[config.mk]
export PLATFORM = sky130hd
export DESIGN_NAME = trace_buffer_unloader_flat
export DESIGN_NICKNAME = d
export VERILOG_FILES = /design/src/rtl/trace_buffer_unloader_if.sv /design/src/rtl/trace_buffer_unloader.sv /design/src/flat_wrapper.sv
export SDC_FILE = /design/constraint.sdc
export NUM_CORES = 1
export LEC_CHECK = 0
export ABC_AREA = 1
export CAP_MARGIN = 20
export CORE_MARGIN = 2
export CORE_UTILIZATION = 55
export CTS_CLUSTER_DIAMETER = 40
export DETAILED_ROUTE_END_ITERATION = 12
export DONT_BUFFER_PORTS = 1
export PLACE_DENSITY = 0.72
export SYNTH_ARGS = -nofsm -noshare
export SYNTH_HDL_FRONTEND = slang
export SYNTH_SLANG_ARGS = --single-unit
[constraint.sdc]
create_clock -name clk -period 1.8 [get_ports clk]
set_input_delay 0.36 -clock clk [delete_from_list [all_inputs] [get_ports clk]]
set_output_delay 0.36 -clock clk [all_outputs]
set_load 0.05 [all_outputs]
[src/rtl/trace_buffer_unloader_if.sv]
// Trace buffer unloader bus: buffer write monitor, read port, dump control and serial output.
// The slave modport is the unloader's view of the bus.
interface trace_buffer_unloader_if #(
  parameter int unsigned Fpay  = 32,
  parameter int unsigned TB_AW = 9
);
  logic             trigger_mon;
  logic             dump_req;
  logic             dump_stop;
  logic             tb_rd;
  logic [Fpay-1:0]  tb_dout;
  logic             shift_en;
  logic             tdo;
  logic             tdo_valid;
  logic             busy;
  logic             done;
  logic             ovf;
  logic [TB_AW:0]   occupancy;

  modport slave (
    input  trigger_mon, dump_req, dump_stop, tb_dout, shift_en,
    output tb_rd, tdo, tdo_valid, busy, done, ovf, occupancy
  );

  modport master (
    output trigger_mon, dump_req, dump_stop, tb_dout, shift_en,
    input  tb_rd, tdo, tdo_valid, busy, done, ovf, occupancy
  );
endinterface

[src/rtl/trace_buffer_unloader.sv]
// Read-side engine for the NoC DfD trace buffer: tracks occupancy and drains words LSB-first onto tdo.
// Optional feature: define TB_UNLOAD_PARITY_EN to append an even-parity bit after every word.
module trace_buffer_unloader #(
  parameter int unsigned Fpay  = 32,
  parameter int unsigned TB_AW = 9
) (
  input  logic                    clk,
  input  logic                    reset,
  trace_buffer_unloader_if.slave  bus
);

`ifdef TB_UNLOAD_PARITY_EN
  localparam int unsigned NBITS = Fpay + 1;
`else
  localparam int unsigned NBITS = Fpay;
`endif
  localparam int unsigned CW = $clog2(NBITS);
  localparam int unsigned OW = TB_AW + 1;
  localparam logic [OW-1:0] CAP = {1'b1, {TB_AW{1'b0}}};

  typedef enum logic [2:0] {
    S_IDLE, S_READ, S_WAIT, S_LOAD, S_SHIFT, S_DONE
  } state_t;

  state_t             state_q, state_d;
  logic               tb_rd_q, tb_rd_d;
  logic               tdo_q, tdo_d;
  logic               tdo_valid_q, tdo_valid_d;
  logic               busy_q, busy_d;
  logic               done_q, done_d;
  logic               stop_q, stop_d;
  logic [NBITS-1:0]   shreg_q, shreg_d;
  logic [CW-1:0]      cnt_q, cnt_d;
  logic [OW-1:0]      occ_q;
  logic               ovf_q;
  logic [NBITS-1:0]   load_word_c;

`ifdef TB_UNLOAD_PARITY_EN
  assign load_word_c = {^bus.tb_dout, bus.tb_dout};
`else
  assign load_word_c = bus.tb_dout;
`endif

  // Occupancy follows buffer writes and our own reads; a write while full loses the oldest word.
  always_ff @(posedge clk or posedge reset) begin
    if (reset) begin
      occ_q <= '0;
      ovf_q <= 1'b0;
    end else if (bus.trigger_mon && !tb_rd_q) begin
      if (occ_q == CAP) ovf_q <= 1'b1;
      else              occ_q <= occ_q + OW'(1);
    end else if (!bus.trigger_mon && tb_rd_q) begin
      occ_q <= occ_q - OW'(1);
    end
  end

  always_ff @(posedge clk or posedge reset) begin
    if (reset) begin
      state_q     <= S_IDLE;
      tb_rd_q     <= 1'b0;
      tdo_q       <= 1'b0;
      tdo_valid_q <= 1'b0;
      busy_q      <= 1'b0;
      done_q      <= 1'b0;
      stop_q      <= 1'b0;
      shreg_q     <= '0;
      cnt_q       <= '0;
    end else begin
      state_q     <= state_d;
      tb_rd_q     <= tb_rd_d;
      tdo_q       <= tdo_d;
      tdo_valid_q <= tdo_valid_d;
      busy_q      <= busy_d;
      done_q      <= done_d;
      stop_q      <= stop_d;
      shreg_q     <= shreg_d;
      cnt_q       <= cnt_d;
    end
  end

  // tb_dout is valid during WAIT, so the word is captured on the WAIT->LOAD edge and
  // tdo_valid rises two cycles after tb_rd; LOAD itself consumes no shift_en.
  always_comb begin
    state_d     = state_q;
    tdo_d       = tdo_q;
    tdo_valid_d = tdo_valid_q;
    stop_d      = stop_q;
    shreg_d     = shreg_q;
    cnt_d       = cnt_q;
    case (state_q)
      S_IDLE: begin
        if (bus.dump_req) state_d = (occ_q != '0) ? S_READ : S_DONE;
      end
      S_READ: state_d = S_WAIT;
      S_WAIT: begin
        state_d     = S_LOAD;
        shreg_d     = load_word_c;
        cnt_d       = '0;
        tdo_d       = load_word_c[0];
        tdo_valid_d = 1'b1;
      end
      S_LOAD: begin
        state_d = S_SHIFT;
        stop_d  = stop_q | bus.dump_stop;
      end
      S_SHIFT: begin
        stop_d = stop_q | bus.dump_stop;
        if (bus.shift_en) begin
          shreg_d = shreg_q >> 1;
          tdo_d   = shreg_q[1];
          cnt_d   = cnt_q + CW'(1);
          if (cnt_q == CW'(NBITS - 1)) begin
            tdo_d       = 1'b0;
            tdo_valid_d = 1'b0;
            state_d     = (stop_q || bus.dump_stop || occ_q == '0) ? S_DONE : S_READ;
          end
        end
      end
      S_DONE: begin
        state_d = S_IDLE;
        stop_d  = 1'b0;
      end
      default: state_d = S_IDLE;
    endcase
    tb_rd_d = (state_d == S_READ);
    busy_d  = (state_d != S_IDLE);
    done_d  = (state_d == S_DONE);
  end

  assign bus.tb_rd     = tb_rd_q;
  assign bus.tdo       = tdo_q;
  assign bus.tdo_valid = tdo_valid_q;
  assign bus.busy      = busy_q;
  assign bus.done      = done_q;
  assign bus.ovf       = ovf_q;
  assign bus.occupancy = occ_q;

endmodule
[src/flat_wrapper.sv]
// flat-port wrapper written by rule: the top's interface ports become plain ports
module trace_buffer_unloader_flat 
#(
  parameter int unsigned Fpay  = 32,
  parameter int unsigned TB_AW = 9
)
  (clk, reset, bus_trigger_mon, bus_dump_req, bus_dump_stop, bus_tb_dout, bus_shift_en, bus_tb_rd, bus_tdo, bus_tdo_valid, bus_busy, bus_done, bus_ovf, bus_occupancy);
  trace_buffer_unloader_if #(.Fpay(Fpay), .TB_AW(TB_AW)) bus_i ();
  input  logic clk;
  input  logic reset;
  input wire logic [$bits(bus_i.trigger_mon)-1:0] bus_trigger_mon;
  input wire logic [$bits(bus_i.dump_req)-1:0] bus_dump_req;
  input wire logic [$bits(bus_i.dump_stop)-1:0] bus_dump_stop;
  input wire logic [$bits(bus_i.tb_dout)-1:0] bus_tb_dout;
  input wire logic [$bits(bus_i.shift_en)-1:0] bus_shift_en;
  output wire logic [$bits(bus_i.tb_rd)-1:0] bus_tb_rd;
  output wire logic [$bits(bus_i.tdo)-1:0] bus_tdo;
  output wire logic [$bits(bus_i.tdo_valid)-1:0] bus_tdo_valid;
  output wire logic [$bits(bus_i.busy)-1:0] bus_busy;
  output wire logic [$bits(bus_i.done)-1:0] bus_done;
  output wire logic [$bits(bus_i.ovf)-1:0] bus_ovf;
  output wire logic [$bits(bus_i.occupancy)-1:0] bus_occupancy;
  assign bus_i.trigger_mon = bus_trigger_mon;
  assign bus_i.dump_req = bus_dump_req;
  assign bus_i.dump_stop = bus_dump_stop;
  assign bus_i.tb_dout = bus_tb_dout;
  assign bus_i.shift_en = bus_shift_en;
  assign bus_tb_rd = bus_i.tb_rd;
  assign bus_tdo = bus_i.tdo;
  assign bus_tdo_valid = bus_i.tdo_valid;
  assign bus_busy = bus_i.busy;
  assign bus_done = bus_i.done;
  assign bus_ovf = bus_i.ovf;
  assign bus_occupancy = bus_i.occupancy;
  trace_buffer_unloader #(.Fpay(Fpay), .TB_AW(TB_AW)) u_core (.clk(clk), .reset(reset), .bus(bus_i));
endmodule
==> results of run 1 <==
## cells in the final DEF (no fill, tap or decap), types with 2 or more instances in the layout
| cell | n |
|---|---|
| nand2_4 | 3 |
| o21bai_1 | 2 |
| inv_2 | 4 |
| nor2_1 | 48 |
| a31oi_1 | 31 |
| clkbuf_8 | 5 |
| nand2_1 | 122 |
| clkinvlp_4 | 3 |
| nand2_2 | 4 |
| xor2_1 | 5 |
| o21ai_1 | 4 |
| a21oi_1 | 3 |
| nand3b_1 | 5 |
| inv_1 | 22 |
| a21oi_2 | 2 |
| nor3_1 | 4 |
| nand3_1 | 28 |
| o21ai_0 | 3 |
| ha_1 | 4 |
| buf_4 | 19 |
| dfrtp_1 | 55 |
| ha_4 | 5 |
## logic make-up (layout without fill, tap and decap cells)
logic type                 Yosys count  after routing  share of synthesized area
AOI/OAI and AO/OA                   47             47                     0.0945
xor gates and xnor gates             5              5                     0.0146
adders and majority gates           11             11                     0.0483
buffers and inverters               42             57                     0.0633
DFF                                 56             56                      0.466
and+or+nand+nor                    219            220                      0.313
## synth_stat cells
cell type,count,area (um^2)
nand2_1,125,469
dfrtp_1,56,1400
nor2_1,48,180
a31oi_1,31,194
nand3_1,28,140
inv_1,24,90.1
ha_1,10,125
buf_2,8,40.0
a21oi_1,5,25.0
nand3b_1,5,37.5
xor2_1,5,43.8
inv_2,4,15.0
nor3_1,4,20.0
o21ai_1,4,20.0
buf_6,3,33.8
clkbuf_1,3,11.3
o21ai_0,3,15.0
nand2_2,2,12.5
o21bai_1,2,15.0
a21o_1,1,7.51
fa_1,1,20.0
nand2_4,1,11.3
nand2_8,1,20.0
nand3_2,1,10.0
nand4_1,1,6.26
nor2_4,1,11.3
nor3_4,1,16.3
o31ai_1,1,7.51
or2_2,1,6.26
## area by class of cell
cell class                      count  area [um^2]  share of cell area
Tap cell                           70         87.6              0.0259
Sequential cell                    56         1400               0.415
Clock inverter                      3         26.3             0.00777
Timing Repair Buffer               21          173              0.0511
Clock buffer                        5         68.8              0.0203
Inverter                           28          111              0.0329
Multi-Input combinational cell    283         1510               0.447
## power by group through the flow
stage               Clock, mW  Combinational (mW)  Sequential [mW]
finish                  0.718                3.54             2.42
global route            0.796                4.01             2.49
CTS                     0.740                3.44             2.40
detailed placement          0                3.37             2.41
global placement            0                3.27             2.39
floorplan                   0                2.36             2.73
## worst max-delay path, delay by kind of cell (launching register included)
kind	cells	cell delay (ns)
adders and majority gates	1	0.33
buffers and inverters	1	0.09
DFF	1	0.43
and+or+nand+nor	8	0.75
## routing by layer
layer | up-vias | share of wire | track usage
met1 | 1202 | 0.47 | 0.312
met5 | - | 0 | 0
met4 | 0 | 0.0057 | 0.0474
met3 | 4 | 0.041 | 0.0407
met2 | 54 | 0.49 | 0.349
li1 | 1267 | - | -
## path summary, 6_finish.rpt
kind / cells after the start / slack [ns] / endpoint / startpoint
max in group asynchronous: 3 / 0.76 / u_core.bus.tdo$_DFFE_PP0P_ / reset
hold / removal: 2 / 0.17 / u_core.shreg_q[31]$_DFFE_PP0P_ / bus_tb_dout[31]
setup / recovery: 10 / 0.10 / u_core.bus.occupancy[9]$_DFFE_PP0P_ / u_core.bus.tb_rd$_DFF_PP0_
min in group asynchronous: 2 / 0.54 / u_core.bus.occupancy[4]$_DFFE_PP0P_ / reset
hold reg to reg: 2 / 0.52 / u_core.shreg_q[31]$_DFFE_PP0P_ / u_core.shreg_q[31]$_DFFE_PP0P_
setup reg to reg: 10 / 0.10 / u_core.bus.occupancy[9]$_DFFE_PP0P_ / u_core.bus.tb_rd$_DFF_PP0_
## timing repair
item                                    CTS  global route
setup buffers                             0             3
gates resized for setup                   4            10
endpoints found under the setup margin    4            10
hold buffers                              1             0
pin swaps                                 0             1
hold endpoints to repair                 18             0
gates cloned                              0             1
## stage by stage
step / std cells / worst slack, ns
finish: 466 / 0.102
global placement: 453 / 0.0234
CTS: 462 / -0.00682
global route: 466 / -0.0173
floorplan: 380 / -0.0286
detailed placement: 453 / -0.0402
## sequential cells by signal (all words and copies together), names as in the netlist, 3 cells and up
name,count
u_core.shreg_q,31
u_core.bus.occupancy,10
u_core.cnt_q,5
u_core.state_q,3
==> flow_metrics.env, run 1 <==
export IMPL_htreeDepth=2
export IMPL_drt_iter0_drc=149
export IMPL_holdWs_ns=0.171
export IMPL_slew_headroom=0.664
export IMPL_insertion_delay_ns=0.31
export IMPL_grt_first_pass_wirelength_um=10800
export IMPL_drive_above_1_share=0.141
export IMPL_grt_pass1_vias=2379
export IMPL_holdCritPathClass="in -> reg"
export IMPL_ys_types=29
export IMPL_slew_violations=0
export IMPL_power_density_mw_per_mm2=1970
export IMPL_grt_overflow=0
export IMPL_syn_inst=380
export IMPL_drtAntennaViolNets=0
export IMPL_yosys_warnings=0
export IMPL_netSwitchingPower_mw=3.27
export IMPL_finClkSkew_ns=0.0120
export IMPL_path_common_cell="nand2_1"
export IMPL_cp_end_kind="flop"
export IMPL_via_count=2527
export IMPL_clk_pin_slew_ns=0.11
export IMPL_drc=0
export IMPL_path_class="reg -> reg"
export IMPL_core_mm2=0.00520
export IMPL_cts_sinks=56
export IMPL_start_kind="flop"
export IMPL_crit_fanout=6
export IMPL_dp_hpwl_um=4430
export IMPL_internal_power_mw=3.41
export IMPL_fmax_ghz=0.589
export IMPL_setup_tns_ns=0
export IMPL_io_pins=54
export IMPL_ir_drop_mv=0.984
export IMPL_pwr_share_comb=0.530
export IMPL_dr_pass1_iters=4
export IMPL_avgSynthCellArea_um2=7.91
export IMPL_cts_buffers=5
export IMPL_p_leak_nw=1.62
export IMPL_max_cap_violations=0
export IMPL_stdcell_area_mm2=0.00338
export IMPL_final_hold_viol_count=0
export IMPL_crit_required_ns=2.01
export IMPL_run_status="complete, no violations"
export IMPL_worstPathArrival_ns=1.91
export IMPL_grtUsageTotal=0.218
export IMPL_final_setup_viol_count=0
export IMPL_wl_per_cell_um=13.8
export IMPL_dieWidth_um=77.9
export IMPL_power_share_sequential=0.362
export IMPL_syn_to_final_growth_pct=12.5
export IMPL_synth_seq_cells=56
export IMPL_chipHeight_um=77.9
export IMPL_clock_root_buffer="clkbuf_8"
export IMPL_placed_area_mm2=0.00316
export IMPL_n_fill_cell=472
export IMPL_diodes=0
export IMPL_swShare=0.490
export IMPL_cp_slowest_cell="dfrtp_2"
export IMPL_fp_row_count=26
export IMPL_fin_util=0.650
export IMPL_syn_area_mm2=0.00301
export IMPL_syn_nets=429
export IMPL_p_clk_frac=0.108
export IMPL_period_minus_slack_ns=1.70
export IMPL_cp_cell_sequence="inv_4 -> nand2_4 -> ha_1 -> nand2_1 -> nor2_1 -> nand3_1 -> nand4_1 -> nand2_1 -> nand2_1 -> nand2_1"
export IMPL_num_nets_final=444
export IMPL_wirelength_um=6450
export IMPL_gp_congestion=0.879
export IMPL_slowest_delay_ns=0.43
export IMPL_grt_max_degree=65
export IMPL_max_slew_worst_pin_slew_ns=0.504
export IMPL_io_buffer_count=0
export IMPL_tritoncts="done"
export IMPL_yosysSeqAreaShare=0.466
export IMPL_start_util=0.577
export IMPL_dieArea_mm2=0.00607
export IMPL_max_clock_path_buffers=2
export IMPL_antenna_found_initial=0
export IMPL_viasPerCell=5.42
export IMPL_p_total_mw=6.67
export IMPL_post_route_period_util=0.943
Note: power is estimated with default switching activity, not from simulation.
==> run 2, diff against run 1 <==
==> constraint.sdc (replaced) <==
create_clock -name clk -period 1.8 [get_ports clk]
set_input_delay 0.18 -clock clk [delete_from_list [all_inputs] [get_ports clk]]
set_output_delay 0.18 -clock clk [all_outputs]
set_load 0.05 [all_outputs]
==> run 2 against run 1 <==
  * Clock skew fell by 0.0070 ns
  * Global-route usage is 0.33 points lower
  * Sequential power about the same
  * Sequential share of layout area shrank 0.59 points
  * Utilization is 0.94 points higher
  * Flip-flop and latch count did not move
  * Register-to-register slack improved by 0.03 ns
  * Highest routed layer unchanged
  * Fmax increased by 1.7%
==> flow_metrics.env, run 2 (synthesis results as in run 1) <==
export IMPL_dp_hpwl_um=4350
export IMPL_finClkSkew_ns=0.00501
export IMPL_met3_length_um=243
export IMPL_antenna_found_initial=0
export IMPL_critPathBufInv=1
export IMPL_dieWidth_um=77.9
export IMPL_dieArea_mm2=0.00607
export IMPL_max_clock_path_buffers=2
export IMPL_wl_per_cell_um=13.4
export IMPL_syn_to_final_growth_pct=14.2
export IMPL_cp_cell_sequence="inv_4 -> nand2_4 -> fa_2 -> nand3_1 -> nand2_1 -> nand2_1 -> nand3b_1 -> nand3_1 -> nand2_1"
export IMPL_internal_power_mw=3.65
export IMPL_gp_congestion=0.823
export IMPL_max_slew_worst_pin_slew_ns=0.504
export IMPL_slew_violations=0
export IMPL_drive_above_1_share=0.137
export IMPL_drt_iter0_drc=164
export IMPL_path_class="reg -> reg"
export IMPL_cp_top_family="simple AND/OR/NAND/NOR gates"
export IMPL_layout_common_cells="nand2_1 (124), dfrtp_1 (55), nor2_1 (47)"
export IMPL_drc=0
export IMPL_grt_max_degree=65
export IMPL_setup_tns_ns=0
export IMPL_power_share_sequential=0.352
export IMPL_netSwitchingPower_mw=3.23
export IMPL_htreeDepth=2
export IMPL_worstPathArrival_ns=1.87
export IMPL_grt_pass1_vias=2312
export IMPL_p_leak_nw=1.64
export IMPL_start_kind="flop"
export IMPL_path_common_cell="nand2_1"
export IMPL_largest_register="u_core.shreg_q"
export IMPL_final_setup_viol_count=0
export IMPL_crit_fanout=6
export IMPL_cp_end_kind="flop"
export IMPL_top_layer="met4"
export IMPL_final_hold_viol_count=0
export IMPL_largest_reg_flops=31
export IMPL_via_count=2501
export IMPL_slowest_delay_ns=0.43
export IMPL_start_util=0.577
export IMPL_cts_sinks=56
export IMPL_cts_buffers=5
export IMPL_fmax_ghz=0.599
export IMPL_grtUsageTotal=0.215
export IMPL_drtAntennaViolNets=0
export IMPL_io_buffer_count=0
export IMPL_clock_root_buffer="clkbuf_8"
export IMPL_slew_headroom=0.663
export IMPL_rsz0062_at_grt="no"
export IMPL_max_cap_violations=0
export IMPL_dr_pass1_iters=4
export IMPL_regArea_mm2=0.00140
export IMPL_period_minus_slack_ns=1.67
export IMPL_holdCritPathClass="in -> reg"
export IMPL_diodes=0
export IMPL_core_mm2=0.00520
export IMPL_wirelength_um=6240
export IMPL_pwr_share_comb=0.518
export IMPL_power_density_mw_per_mm2=2000
export IMPL_route_met2_wl_um=3050
export IMPL_num_nets_final=442
export IMPL_io_pins=54
export IMPL_n_fill_cell=463
export IMPL_p_clk_frac=0.130
export IMPL_fp_row_count=26
export IMPL_holdWs_ns=0.0161
export IMPL_cp_slowest_cell="dfrtp_2"
export IMPL_viasPerCell=5.39
export IMPL_layout_commonest_cell="nand2_1"
export IMPL_run_status="complete, no violations"
export IMPL_ir_drop_mv=1.43
export IMPL_crit_required_ns=2.00
export IMPL_post_route_period_util=0.928
export IMPL_clk_pin_slew_ns=0.10
export IMPL_wl_met1_um=2910
export IMPL_grt_overflow=0
export IMPL_tritoncts="done"
export IMPL_grt_first_pass_wirelength_um=10400
export IMPL_insertion_delay_ns=0.31
export IMPL_chipHeight_um=77.9
export IMPL_multi_input_area_mm2=0.00155
export IMPL_swShare=0.469
run 2: changes by cell type in the layout (fill, tap and decap cells not counted), sizes merged:
cell         before  now
bufinv            0    1
dlygate4sd3       1    2
clkinvlp          3    0
clkbuf            5    7
buf              20   17
run 2: stage by stage:
step           power [mW]  utilization  instances  cell area (um^2)  setup slack [ns]
2_1_floorplan        5.16            -        380              3060            0.0393
3_3_place_gp         5.73        0.613        452              3190             0.108
3_5_place_dp         5.84        0.613        452              3190            0.0595
4_1_cts              6.74        0.641        462              3340            0.0380
5_1_grt              7.50        0.659        464              3430            0.0150
6_report             6.88        0.659        464              3430             0.130
run 2: timing repair:
item                                   in CTS  in global routing
setup endpoints to repair                   0                  8
hold buffers                                2                  0
endpoints found under the hold margin      22                  0
setup buffers                               0                  1
gates resized for setup                     0                 11
run 2: power groups by stage:
stage | logic, mW | registers (mW) | clock network, mW
after floorplan | 2.42 | 2.74 | 0
after global placement | 3.32 | 2.41 | 0
after detailed placement | 3.42 | 2.42 | 0
after CTS | 3.43 | 2.40 | 0.909
after global routing | 4.03 | 2.50 | 0.969
final | 3.56 | 2.42 | 0.891
run 2: area by class of cell:
type                    count  share of cell area
clock buffers               7              0.0281
clock inverters             1             0.00875
inverters                  28              0.0314
multi-input cells         283               0.451
flip-flops and latches     56               0.409
well taps                  70              0.0255
repair buffers             19              0.0467
run 2: metal layers:
metal / vias to the layer above / global-route usage
met1: 1171 / 0.315
met5: - / 0
met2: 54 / 0.338
met4: 0 / 0.0526
li1: 1272 / -
met3: 4 / 0.0337
run 2: worst register-to-register path: stages, from the launching register on:
cell      delay, ns
dfrtp_2        0.43
inv_4          0.11
nand2_4        0.11
fa_2           0.37
nand3_1        0.08
nand2_1        0.11
nand2_1        0.11
nand3b_1       0.10
nand3_1        0.10
nand2_1        0.06
run 2: worst paths after layout:
kind | from | end | slack [ns] | depth (start not counted)
max | u_core.bus.tb_rd$_DFF_PP0_ | u_core.bus.occupancy[8]$_DFFE_PP0P_ | 0.13 | 9
max in group asynchronous | reset | u_core.bus.occupancy[6]$_DFFE_PP0P_ | 0.89 | 3
min | bus_tb_dout[2] | u_core.shreg_q[2]$_DFFE_PP0P_ | 0.02 | 2
max reg2reg | u_core.bus.tb_rd$_DFF_PP0_ | u_core.bus.occupancy[8]$_DFFE_PP0P_ | 0.13 | 9
min reg2reg | u_core.shreg_q[31]$_DFFE_PP0P_ | u_core.shreg_q[31]$_DFFE_PP0P_ | 0.52 | 2
min in group asynchronous | reset | u_core.bus.tdo_valid$_DFFE_PP0P_ | 0.36 | 2
==> run 3, diff against run 2 <==
==> constraint.sdc (replaced) <==
create_clock -name clk -period 1.4 [get_ports clk]
set_input_delay 0.14 -clock clk [delete_from_list [all_inputs] [get_ports clk]]
set_output_delay 0.14 -clock clk [all_outputs]
set_load 0.01 [all_outputs]
==> run 3 against run 2 <==
  * The flow now finishes with violations (setup timing)
  * Die area unchanged
  * Count of clock-buffer cells in the layout decreased by 1
  * Clock power up 3.3%
  * Sequential share of layout area decreased by 10 points
  * Global-route usage rose by 3.7 points
  * Final cell count is 17% higher
  * Power increased by 58%
  * Utilization increased by 22 points
  * Non-clock buffer count is 76 higher
  * Critical endpoint is now u_core.bus.occupancy[9]$_DFFE_PP0P_
  * Largest cell class unchanged
==> flow_metrics.env, run 3 (synthesis results as in run 1) <==
export IMPL_run_status="finished, violations left"
export IMPL_violations="setup timing"
export IMPL_start_util=0.577
export IMPL_grt_max_degree=40
export IMPL_layout_commonest_cell="nand2_1"
export IMPL_reg2reg_depth=10
export IMPL_crit_required_ns=1.62
export IMPL_drtAntennaViolNets=0
export IMPL_place_inst=477
export IMPL_largest_reg_flops=31
export IMPL_power_share_sequential=0.290
export IMPL_final_setup_viol_count=40
export IMPL_max_clock_path_buffers=2
export IMPL_rsz0062_at_grt="yes"
export IMPL_dp_slack_ns=-0.228
export IMPL_netSwitchingPower_mw=4.85
export IMPL_period_minus_slack_ns=1.68
export IMPL_drt_iter0_drc=318
export IMPL_num_nets_final=520
export IMPL_clk_pin_slew_ns=0.10
export IMPL_grt_pass1_vias=2669
export IMPL_grtUsageTotal=0.252
export IMPL_tritoncts="done"
export IMPL_cts_buffers=5
export IMPL_p_total_mw=10.8
export IMPL_swShare=0.447
export IMPL_io_pins=54
export IMPL_slew_violations=0
export IMPL_layout_common_cells="nand2_1 (112), dfrtp_1 (51), buf_4 (42)"
export IMPL_regToRegSetupSlack_ns=-0.28
export IMPL_setup_tns_ns=-2.84
export IMPL_drive_above_1_share=0.347
export IMPL_core_mm2=0.00520
export IMPL_cp_end_kind="flop"
export IMPL_drc=0
export IMPL_largest_register="u_core.shreg_q"
export IMPL_viasPerCell=5.78
export IMPL_grt_first_pass_wirelength_um=12200
export IMPL_holdPathStages=3
export IMPL_n_fill_cell=251
export IMPL_fmax_ghz=0.595
export IMPL_power_density_mw_per_mm2=2380
export IMPL_postLayoutSetupSlackWorst_ns=-0.281
export IMPL_max_slew_worst_pin_slew_ns=0.422
export IMPL_dieWidth_um=77.9
export IMPL_internal_power_mw=5.99
export IMPL_dp_hpwl_um=4550
export IMPL_dieArea_mm2=0.00607
export IMPL_crit_fanout=5
export IMPL_pwr_share_comb=0.625
export IMPL_grt_overflow=0
export IMPL_antenna_found_initial=0
export IMPL_clock_root_buffer="clkbuf_8"
export IMPL_stdcell_area_mm2=0.00455
export IMPL_wirelength_um=9460
export IMPL_start_kind="flop"
export IMPL_placed_area_mm2=0.00354
export IMPL_slew_headroom=0.718
export IMPL_finClkSkew_ns=0.00466
export IMPL_io_buffer_count=0
export IMPL_post_route_period_util=1.20
export IMPL_cts_sinks=56
export IMPL_chipHeight_um=77.9
export IMPL_diodes=0
export IMPL_final_hold_viol_count=0
export IMPL_dr_pass1_iters=4
export IMPL_p_clk_frac=0.085
export IMPL_p_leak_nw=2.07
export IMPL_htreeDepth=2
export IMPL_finalNonFillerCells=542
export IMPL_gp_congestion=0.861
export IMPL_worstPathArrival_ns=1.90
export IMPL_holdCritPathClass="in -> reg"
export IMPL_syn_to_final_growth_pct=51.4
export IMPL_ir_drop_mv=1.48
export IMPL_max_cap_violations=0
export IMPL_via_count=3131
export IMPL_wl_per_cell_um=17.5
export IMPL_insertion_delay_ns=0.32
export IMPL_fp_row_count=26
export IMPL_path_class="reg -> reg"
-- run 3: cell types whose count changed in the layout (fill, tap and decap cells not counted), sizes merged --
cell / change
nand2: +2
bufinv: -1
dlygate4sd3: +31
clkinv: +1
buf: +38
clkbuf: +6
clkinvlp: +1
-- run 3: timing repair --
action,4_1_cts,5_1_grt
gates cloned,1,10
gates resized for setup,9,72
pin swaps,5,35
endpoints found under the hold margin,49,0
endpoints found under the setup margin,42,49
buffers inserted,6,7
hold buffers,33,0
-- run 3: power groups by stage --
stage / sequential [mW] / combinational (mW) / clock (mW)
floorplan: 2.98 / 3.32 / 0
global placement: 2.98 / 4.69 / 0
detailed placement: 3.01 / 4.79 / 0
CTS: 2.97 / 5.06 / 0.916
global route: 3.22 / 7.28 / 0.997
finish: 3.15 / 6.77 / 0.920
-- run 3: metal layers --
layer | GRT usage | routed length [um] | part of all wire | up-vias
met1 | 0.341 | 3830 | 0.41 | 1526
met5 | 0 | 0 | 0 | -
met3 | 0.0395 | 618 | 0.065 | 23
met2 | 0.418 | 4760 | 0.50 | 154
met4 | 0.0789 | 248 | 0.026 | 0
li1 | - | - | - | 1428
-- run 3: per-stage QoR --
| stage | util | hold WS [ns] |
|---|---|---|
| floorplan | - | 0.220 |
| global placement | 0.680 | 0.0351 |
| detailed placement | 0.680 | 0.0361 |
| CTS | 0.776 | 0.0726 |
| global route | 0.874 | 0.130 |
| finish | 0.874 | 0.120 |
-- run 3: worst paths after layout --
check,startpoint,end
worst max-delay path,u_core.bus.tb_rd$_DFF_PP0_,u_core.bus.occupancy[9]$_DFFE_PP0P_
worst min-delay path,bus_trigger_mon,u_core.bus.ovf$_DFFE_PP0P_
worst max register to register,u_core.bus.tb_rd$_DFF_PP0_,u_core.bus.occupancy[9]$_DFFE_PP0P_
worst min register to register,u_core.shreg_q[31]$_DFFE_PP0P_,u_core.shreg_q[31]$_DFFE_PP0P_
max in group asynchronous,reset,u_core.bus.occupancy[8]$_DFFE_PP0P_
min in group asynchronous,reset,u_core.stop_q$_DFFE_PP0P_
-- run 3: final cells by class --
type | count | area (um^2) | area share
clock buffer | 6 | 72.6 | 0.0159
inverter | 28 | 119 | 0.0261
multi-input combinational | 285 | 1840 | 0.404
timing repair buffer | 95 | 1010 | 0.222
sequential | 56 | 1410 | 0.309
tap | 70 | 87.6 | 0.0192
clock inverter | 2 | 13.8 | 0.00302
-- run 3: worst max-delay path, cell delays in order, from the launching register on --
cell and delay, ns:
dfrtp_1 0.42, inv_4 0.13, nand2_8 0.10, ha_4 0.30
nand2_2 0.09, nor2_4 0.15, nand3_2 0.09, nand4_1 0.11
nand2_1 0.08, nand2_1 0.06, nand2_1 0.05
